## config.mk

```make
export PLATFORM = sky130hd
export DESIGN_NAME = pipo_shift_register_flat
export DESIGN_NICKNAME = d
export VERILOG_FILES = /design/src/rtl/pipo_pkg.sv /design/src/rtl/pipo_shift_register_if.sv /design/src/rtl/pipo_shift_counter.sv /design/src/rtl/pipo_shift_register.sv /design/src/flat_wrapper.sv
export SDC_FILE = /design/constraint.sdc
export NUM_CORES = 1
export LEC_CHECK = 0
export ABC_AREA = 0
export CORE_UTILIZATION = 40
export DETAILED_ROUTE_END_ITERATION = 8
export DONT_BUFFER_PORTS = 1
export SETUP_SLACK_MARGIN = 0.4
export SLEW_MARGIN = 10
export SYNTH_ARGS = -nofsm -noshare
export SYNTH_HDL_FRONTEND = slang
export SYNTH_HIERARCHICAL = 1
export SYNTH_SLANG_ARGS = --single-unit
```

## constraint.sdc

```tcl
create_clock -name clk -period 1.6 [get_ports clk]
set_clock_uncertainty 0.05 [all_clocks]
set_input_delay 0.24 -clock clk [delete_from_list [all_inputs] [get_ports clk]]
set_output_delay 0.24 -clock clk [all_outputs]
set_load 0.01 [all_outputs]
```

## src/rtl/pipo_pkg.sv

```systemverilog
// Shared constants for the PIPO shift register: shift direction encoding and default width.
package pipo_pkg;

  localparam logic DIR_LEFT      = 1'b0;
  localparam logic DIR_RIGHT     = 1'b1;
  localparam int   DEFAULT_WIDTH = 8;

  // Width of a counter that must hold every value 0..max inclusive.
  function automatic int count_w(input int max);
    return $clog2(max + 1);
  endfunction

endpackage

```

## src/rtl/pipo_shift_register_if.sv

```systemverilog
// Parallel/serial bus of the PIPO shift register; the rotate strobe exists only
// when PIPO_SHIFT_REGISTER_ROTATE_EN is defined.
interface pipo_shift_register_if
  import pipo_pkg::*;
#(
  parameter int WIDTH = DEFAULT_WIDTH
);
  localparam int CW = count_w(WIDTH);

  logic             load;
  logic [WIDTH-1:0] data_in;
  logic             shift_en;
  logic             shift_dir;
  logic             serial_in;
`ifdef PIPO_SHIFT_REGISTER_ROTATE_EN
  logic             rotate;
`endif
  logic [WIDTH-1:0] data_out;
  logic             serial_out;
  logic             valid;
  logic [CW-1:0]    shift_count;

  modport master (
    output load, data_in, shift_en, shift_dir, serial_in,
`ifdef PIPO_SHIFT_REGISTER_ROTATE_EN
    output rotate,
`endif
    input  data_out, serial_out, valid, shift_count
  );

  modport slave (
    input  load, data_in, shift_en, shift_dir, serial_in,
`ifdef PIPO_SHIFT_REGISTER_ROTATE_EN
    input  rotate,
`endif
    output data_out, serial_out, valid, shift_count
  );

endinterface

```

## src/rtl/pipo_shift_counter.sv

```systemverilog
// Saturating up-counter with synchronous clear (priority over increment) and
// asynchronous active-low reset.
module pipo_shift_counter #(
  parameter int MAX = 8,
  parameter int CW  = $clog2(MAX + 1)
) (
  input  logic          clk,
  input  logic          rst_n,
  input  logic          clr_i,
  input  logic          inc_i,
  output logic [CW-1:0] count_o
);

  localparam logic [CW-1:0] MAX_CNT = CW'(MAX);

  logic [CW-1:0] cnt_q, cnt_d;

  always_comb begin
    cnt_d = cnt_q;
    if (clr_i) begin
      cnt_d = '0;
    end else if (inc_i && (cnt_q != MAX_CNT)) begin
      cnt_d = cnt_q + 1'b1;
    end
  end

  always_ff @(posedge clk or negedge rst_n) begin
    if (!rst_n) begin
      cnt_q <= '0;
    end else begin
      cnt_q <= cnt_d;
    end
  end

  assign count_o = cnt_q;

endmodule

```

## src/rtl/pipo_shift_register.sv

```systemverilog
// Parallel-in/parallel-out shift register with serial fill and a saturating shift
// counter; defining PIPO_SHIFT_REGISTER_ROTATE_EN adds a rotate mode.
module pipo_shift_register
  import pipo_pkg::*;
#(
  parameter int               WIDTH       = DEFAULT_WIDTH,
  parameter logic [WIDTH-1:0] RESET_VALUE = '0
) (
  input  logic                       clk,
  input  logic                       reset,
  pipo_shift_register_if.slave       bus
);

  localparam int CW = count_w(WIDTH);

  logic [WIDTH-1:0] data_q, data_d;
  logic             sout_q, sout_d;
  logic             valid_q, valid_d;
  logic             out_bit;
  logic             fill_bit;
  logic             shift_take;

  // A shift coinciding with a load is dropped entirely, including its count.
  assign shift_take = bus.shift_en && !bus.load;

  always_comb begin
    out_bit = (bus.shift_dir == DIR_LEFT) ? data_q[WIDTH-1] : data_q[0];
`ifdef PIPO_SHIFT_REGISTER_ROTATE_EN
    fill_bit = bus.rotate ? out_bit : bus.serial_in;
`else
    fill_bit = bus.serial_in;
`endif
  end

  always_comb begin
    data_d  = data_q;
    sout_d  = sout_q;
    valid_d = valid_q;
    if (bus.load) begin
      data_d  = bus.data_in;
      valid_d = 1'b1;
    end else if (bus.shift_en) begin
      sout_d = out_bit;
      if (bus.shift_dir == DIR_LEFT) begin
        data_d = {data_q[WIDTH-2:0], fill_bit};
      end else begin
        data_d = {fill_bit, data_q[WIDTH-1:1]};
      end
    end
  end

  always_ff @(posedge clk or negedge reset) begin
    if (!reset) begin
      data_q  <= RESET_VALUE;
      sout_q  <= 1'b0;
      valid_q <= 1'b0;
    end else begin
      data_q  <= data_d;
      sout_q  <= sout_d;
      valid_q <= valid_d;
    end
  end

  pipo_shift_counter #(
    .MAX (WIDTH),
    .CW  (CW)
  ) u_cnt (
    .clk     (clk),
    .rst_n   (reset),
    .clr_i   (bus.load),
    .inc_i   (shift_take),
    .count_o (bus.shift_count)
  );

  assign bus.data_out   = data_q;
  assign bus.serial_out = sout_q;
  assign bus.valid      = valid_q;

endmodule

```

## src/flat_wrapper.sv

```systemverilog
// flat-port wrapper written by rule: the top's interface ports become plain ports
module pipo_shift_register_flat import pipo_pkg::*;
#(
  parameter int               WIDTH       = DEFAULT_WIDTH,
  parameter logic [WIDTH-1:0] RESET_VALUE = '0
)
  (clk, reset, bus_load, bus_data_in, bus_shift_en, bus_shift_dir, bus_serial_in, bus_data_out, bus_serial_out, bus_valid, bus_shift_count);
  pipo_shift_register_if #(.WIDTH(WIDTH)) bus_i ();
  input  logic clk;
  input  logic reset;
  input wire logic [$bits(bus_i.load)-1:0] bus_load;
  input wire logic [$bits(bus_i.data_in)-1:0] bus_data_in;
  input wire logic [$bits(bus_i.shift_en)-1:0] bus_shift_en;
  input wire logic [$bits(bus_i.shift_dir)-1:0] bus_shift_dir;
  input wire logic [$bits(bus_i.serial_in)-1:0] bus_serial_in;
  output wire logic [$bits(bus_i.data_out)-1:0] bus_data_out;
  output wire logic [$bits(bus_i.serial_out)-1:0] bus_serial_out;
  output wire logic [$bits(bus_i.valid)-1:0] bus_valid;
  output wire logic [$bits(bus_i.shift_count)-1:0] bus_shift_count;
  assign bus_i.load = bus_load;
  assign bus_i.data_in = bus_data_in;
  assign bus_i.shift_en = bus_shift_en;
  assign bus_i.shift_dir = bus_shift_dir;
  assign bus_i.serial_in = bus_serial_in;
  assign bus_data_out = bus_i.data_out;
  assign bus_serial_out = bus_i.serial_out;
  assign bus_valid = bus_i.valid;
  assign bus_shift_count = bus_i.shift_count;
  pipo_shift_register #(.WIDTH(WIDTH), .RESET_VALUE(RESET_VALUE)) u_core (.clk(clk), .reset(reset), .bus(bus_i));
endmodule
```

==> reports/qor.csv <==
stage,metric,value,unit
setup_path,CP Data Required Time,1710,ps
global_route,first-pass GRT wire length,2550,um
floorplanning,Die H,46.6,um
timing,TNS Setup,0,ps
timing,final number of setup-violating endpoints,0,
detailed_routing,WL per Instance,15.1,um
detailed_routing,DRT iter0 DRCs,2,
synthesis,Syn Nets,89,
floorplanning,row count,15,
setup_path,crit-path max cell delay,460,ps
clock_network,CTS Root Cell,clkbuf_4,
clock_network,htree depth,1,
floorplanning,# IOs,28,
layout,"Core Util, Final",48.8,%
layout,number of nets in the layout,96,
detailed_routing,antenna-violating nets left,0,
clock_network,total CTS buffers,3,
setup_path,critical path type,reg2reg,
floorplanning,Floorplan Core Area,1800,sq um
synthesis,"Cell Area, Synth",796,sq um
outcome,status,"complete, no violations",
layout,FILL cells,182,
setup_path,Critical-path top delay cell,dfrtp_2,
power,Cell Pwr Density,834,nW/um^2
hold_path,Hold Path Origin,bus_load,
setup_path,startpoint type of the worst setup path,register,
setup_path,Crit Path Max Fanout,5,
global_route,vias in the first global route,568,
timing,Setup WS post-layout,203,ps
synthesis,synthesized flop and latch total,14,
setup_path,CP Buf/Inv Count,1,
clock_network,CTS Buffer Depth,2,
hold_path,Hold WC Path Type,in2reg,
timing,Final Max Slew Viols,0,
power,P_leak,0.378,nW
power,maximum vdd drop,0.552,mV
synthesis,Synth Instances,73,
flow_run,max cap viols,0,
synthesis,Synth Warn #,6,
layout,# diodes,0,
timing,RSZ-0062 raised after global routing,true,
detailed_routing,Remaining DRCs,0,
layout,Layout area overhead,10.4,%
layout,layout cells sized above 1,29.5,%
placement,Detailed Place HPWL,1070,um
floorplanning,die footprint,2170,sq um
clock_network,"Reg clk slew, reported paths",80,ps
timing,Final Critical Period,1400,ps
placement,GPL Wtd Cong,0.674,
synthesis,synthesized area per cell,10.9,sq um
timing,final hold violations,0,
detailed_routing,Vias,561,
clock_network,clock tree from TritonCTS,done,
setup_path,reg2reg start,u_core/u_cnt/count_o[1]$_DFFE_PN0P_,
placement,PortBufs,0,
synthesis,sequential-to-total area share from yosys stat,44.0,%
global_route,initial antenna violation count,0,
setup_path,Top delay family on crit path,flip-flops,
synthesis,post-synthesis cell type count,18,
detailed_routing,Pre-antenna DRT Iters,3,
floorplanning,die width,46.6,um
timing,worst slew pin tran,651,ps
global_route,global route overflow,0,
setup_path,crit path capture type,register,
clock_network,clock latency on the worst-skew pair,280,ps
floorplanning,Initial Utilization,44.2,%
global_route,GRT Total Usage,17.0,%
setup_path,CP Cell Sequence,"inv_2, ha_4, nand2_2, o21a_1, mux2_4",
setup_path,WP data arrival,1500,ps
timing,Max-slew headroom,56.4,%
detailed_routing,DR vias/cell,5.45,
detailed_routing,DRT Wirelength,1550,um
setup_path,critical path startpoint,u_core/u_cnt/count_o[1]$_DFFE_PN0P_,
timing,FMAX,716,MHz
clock_network,CTS Sinks,14,
placement,DP Worst Slack,217,ps
global_route,pin count of the biggest net entering global routing,24,
timing,period utilization,87.3,%
[where the power goes]
part / switching, mW / leakage (nW) / internal (mW)
Combinational: 0.0448 / 0.192 / 0.0663
Sequential: 0.0457 / 0.172 / 0.384
Clock: 0.104 / 0.0138 / 0.0871
Total: 0.195 / 0.378 / 0.537
[worst register-to-register path: cells and delay by family, from the launching register on]
| kind | cells | cell delay, ps |
|---|---|---|
| and+or+nand+nor | 1 | 50 |
| muxes | 1 | 300 |
| AOI/OAI and AO/OA | 1 | 210 |
| adders and majority gates | 1 | 130 |
| buffers and inverters | 1 | 90 |
| DFF | 1 | 460 |
[per-layer routing]
layer	vias up	part of all wire, %	GRT usage (%)	wire (um)
met5	-	0	0	0
met4	0	0	1.76	0
met3	0	7.5	7.45	117
met2	18	48	25.0	750
met1	273	44	23.5	686
li1	270	-	-	-
[synthesized netlist by cell type]
| library cell | number | area, sq um |
|---|---|---|
| or3b_2 | 7 | 61.3 |
| a21oi_1 | 1 | 5.00 |
| buf_6 | 3 | 33.8 |
| inv_1 | 3 | 11.3 |
| nand2_1 | 11 | 41.3 |
| xor2_1 | 1 | 8.76 |
| nor2_1 | 3 | 11.3 |
| o211ai_1 | 8 | 60.1 |
| ha_1 | 2 | 25.0 |
| nand2b_1 | 3 | 18.8 |
| mux2_2 | 1 | 11.3 |
| or2_2 | 1 | 6.26 |
| dfrtp_1 | 14 | 350 |
| nand4_1 | 1 | 6.26 |
| mux2_4 | 2 | 30.0 |
| o21a_1 | 1 | 7.51 |
| or3b_1 | 2 | 17.5 |
| mux2i_1 | 9 | 90.1 |
[final timing paths]
| path | to | slack (ps) | cells past startpoint |
|---|---|---|---|
| worst max-delay path | u_core/u_cnt/count_o[0]$_DFFE_PN0P_ | 200 | 5 |
| worst min-delay path | u_core/bus.valid$_DFFE_PN0P_ | 20 | 1 |
| worst max register to register | u_core/u_cnt/count_o[0]$_DFFE_PN0P_ | 200 | 5 |
| worst min register to register | u_core/bus.valid$_DFFE_PN0P_ | 500 | 1 |
| max in group asynchronous | u_core/u_cnt/count_o[1]$_DFFE_PN0P_ | 670 | 1 |
| min in group asynchronous | u_core/bus.data_out[5]$_DFFE_PN0P_ | 380 | 1 |
[cells in the final DEF, fill, tap and decap left out]
cell type and instances:
mux2i_1 9, dlygate4sd3_1 2, dfrtp_1 13, clkbuf_4 3, or2_2 1, nor2_1 3
dfrtp_2 1, mux2_2 1, nand2b_1 3, or3b_2 7, ha_4 1, or3b_1 2
buf_4 3, nand2_2 1, inv_1 1, o21a_1 1, nand4_1 1, xor2_1 1
inv_2 2, nand2_1 10, mux2_4 2, ha_1 1, a21oi_2 1, o211ai_1 8
[logic make-up (layout without fill, tap and decap cells)]
family / count (synthesis) / count (layout) / synth area share (%)
AND/OR/NAND/NOR: 28 / 28 / 20.4
flip-flops: 14 / 14 / 44.0
multiplexers: 12 / 12 / 16.5
AO/OA/AOI/OAI: 10 / 10 / 9.12
buffers and inverters: 6 / 11 / 5.66
adder cells (fa/ha/maj): 2 / 2 / 3.14
XOR/XNOR: 1 / 1 / 1.10
[metrics by stage]
stage | hold WS [ps] | std cells | cell area [sq um] | power [mW]
after floorplan | -106 | 73 | 796 | 0.518
after global placement | -105 | 97 | 808 | 0.525
after detailed placement | -105 | 97 | 808 | 0.528
after CTS | 12.9 | 103 | 860 | 0.737
after global routing | 3.47 | 103 | 878 | 0.781
final | 20.5 | 103 | 878 | 0.732
[final cells by class]
cell class                      instances  area (sq um)  share of cell area (%)
Multi-Input combinational cell         53           419                    47.7
Clock buffer                            3          22.5                    2.56
Inverter                                3          11.3                    1.28
Timing Repair Buffer                    5          42.5                    4.84
Tap cell                               25          31.3                    3.56
Sequential cell                        14           352                    40.0
[flip-flops by register name, summed over array words and instances (netlist names)]
register	count
u_core/bus.data_out	8
u_core/bus.valid	1
u_core/u_cnt/count_o	4
u_core/bus.serial_out	1
[what timing repair did]
item	CTS	global route
setup endpoints to repair	3	6
gates resized for setup	2	5
hold buffers	2	0
pin swaps	1	1
setup buffers	1	0
endpoints found under the hold margin	16	0
(Power assumes the default switching activity.)
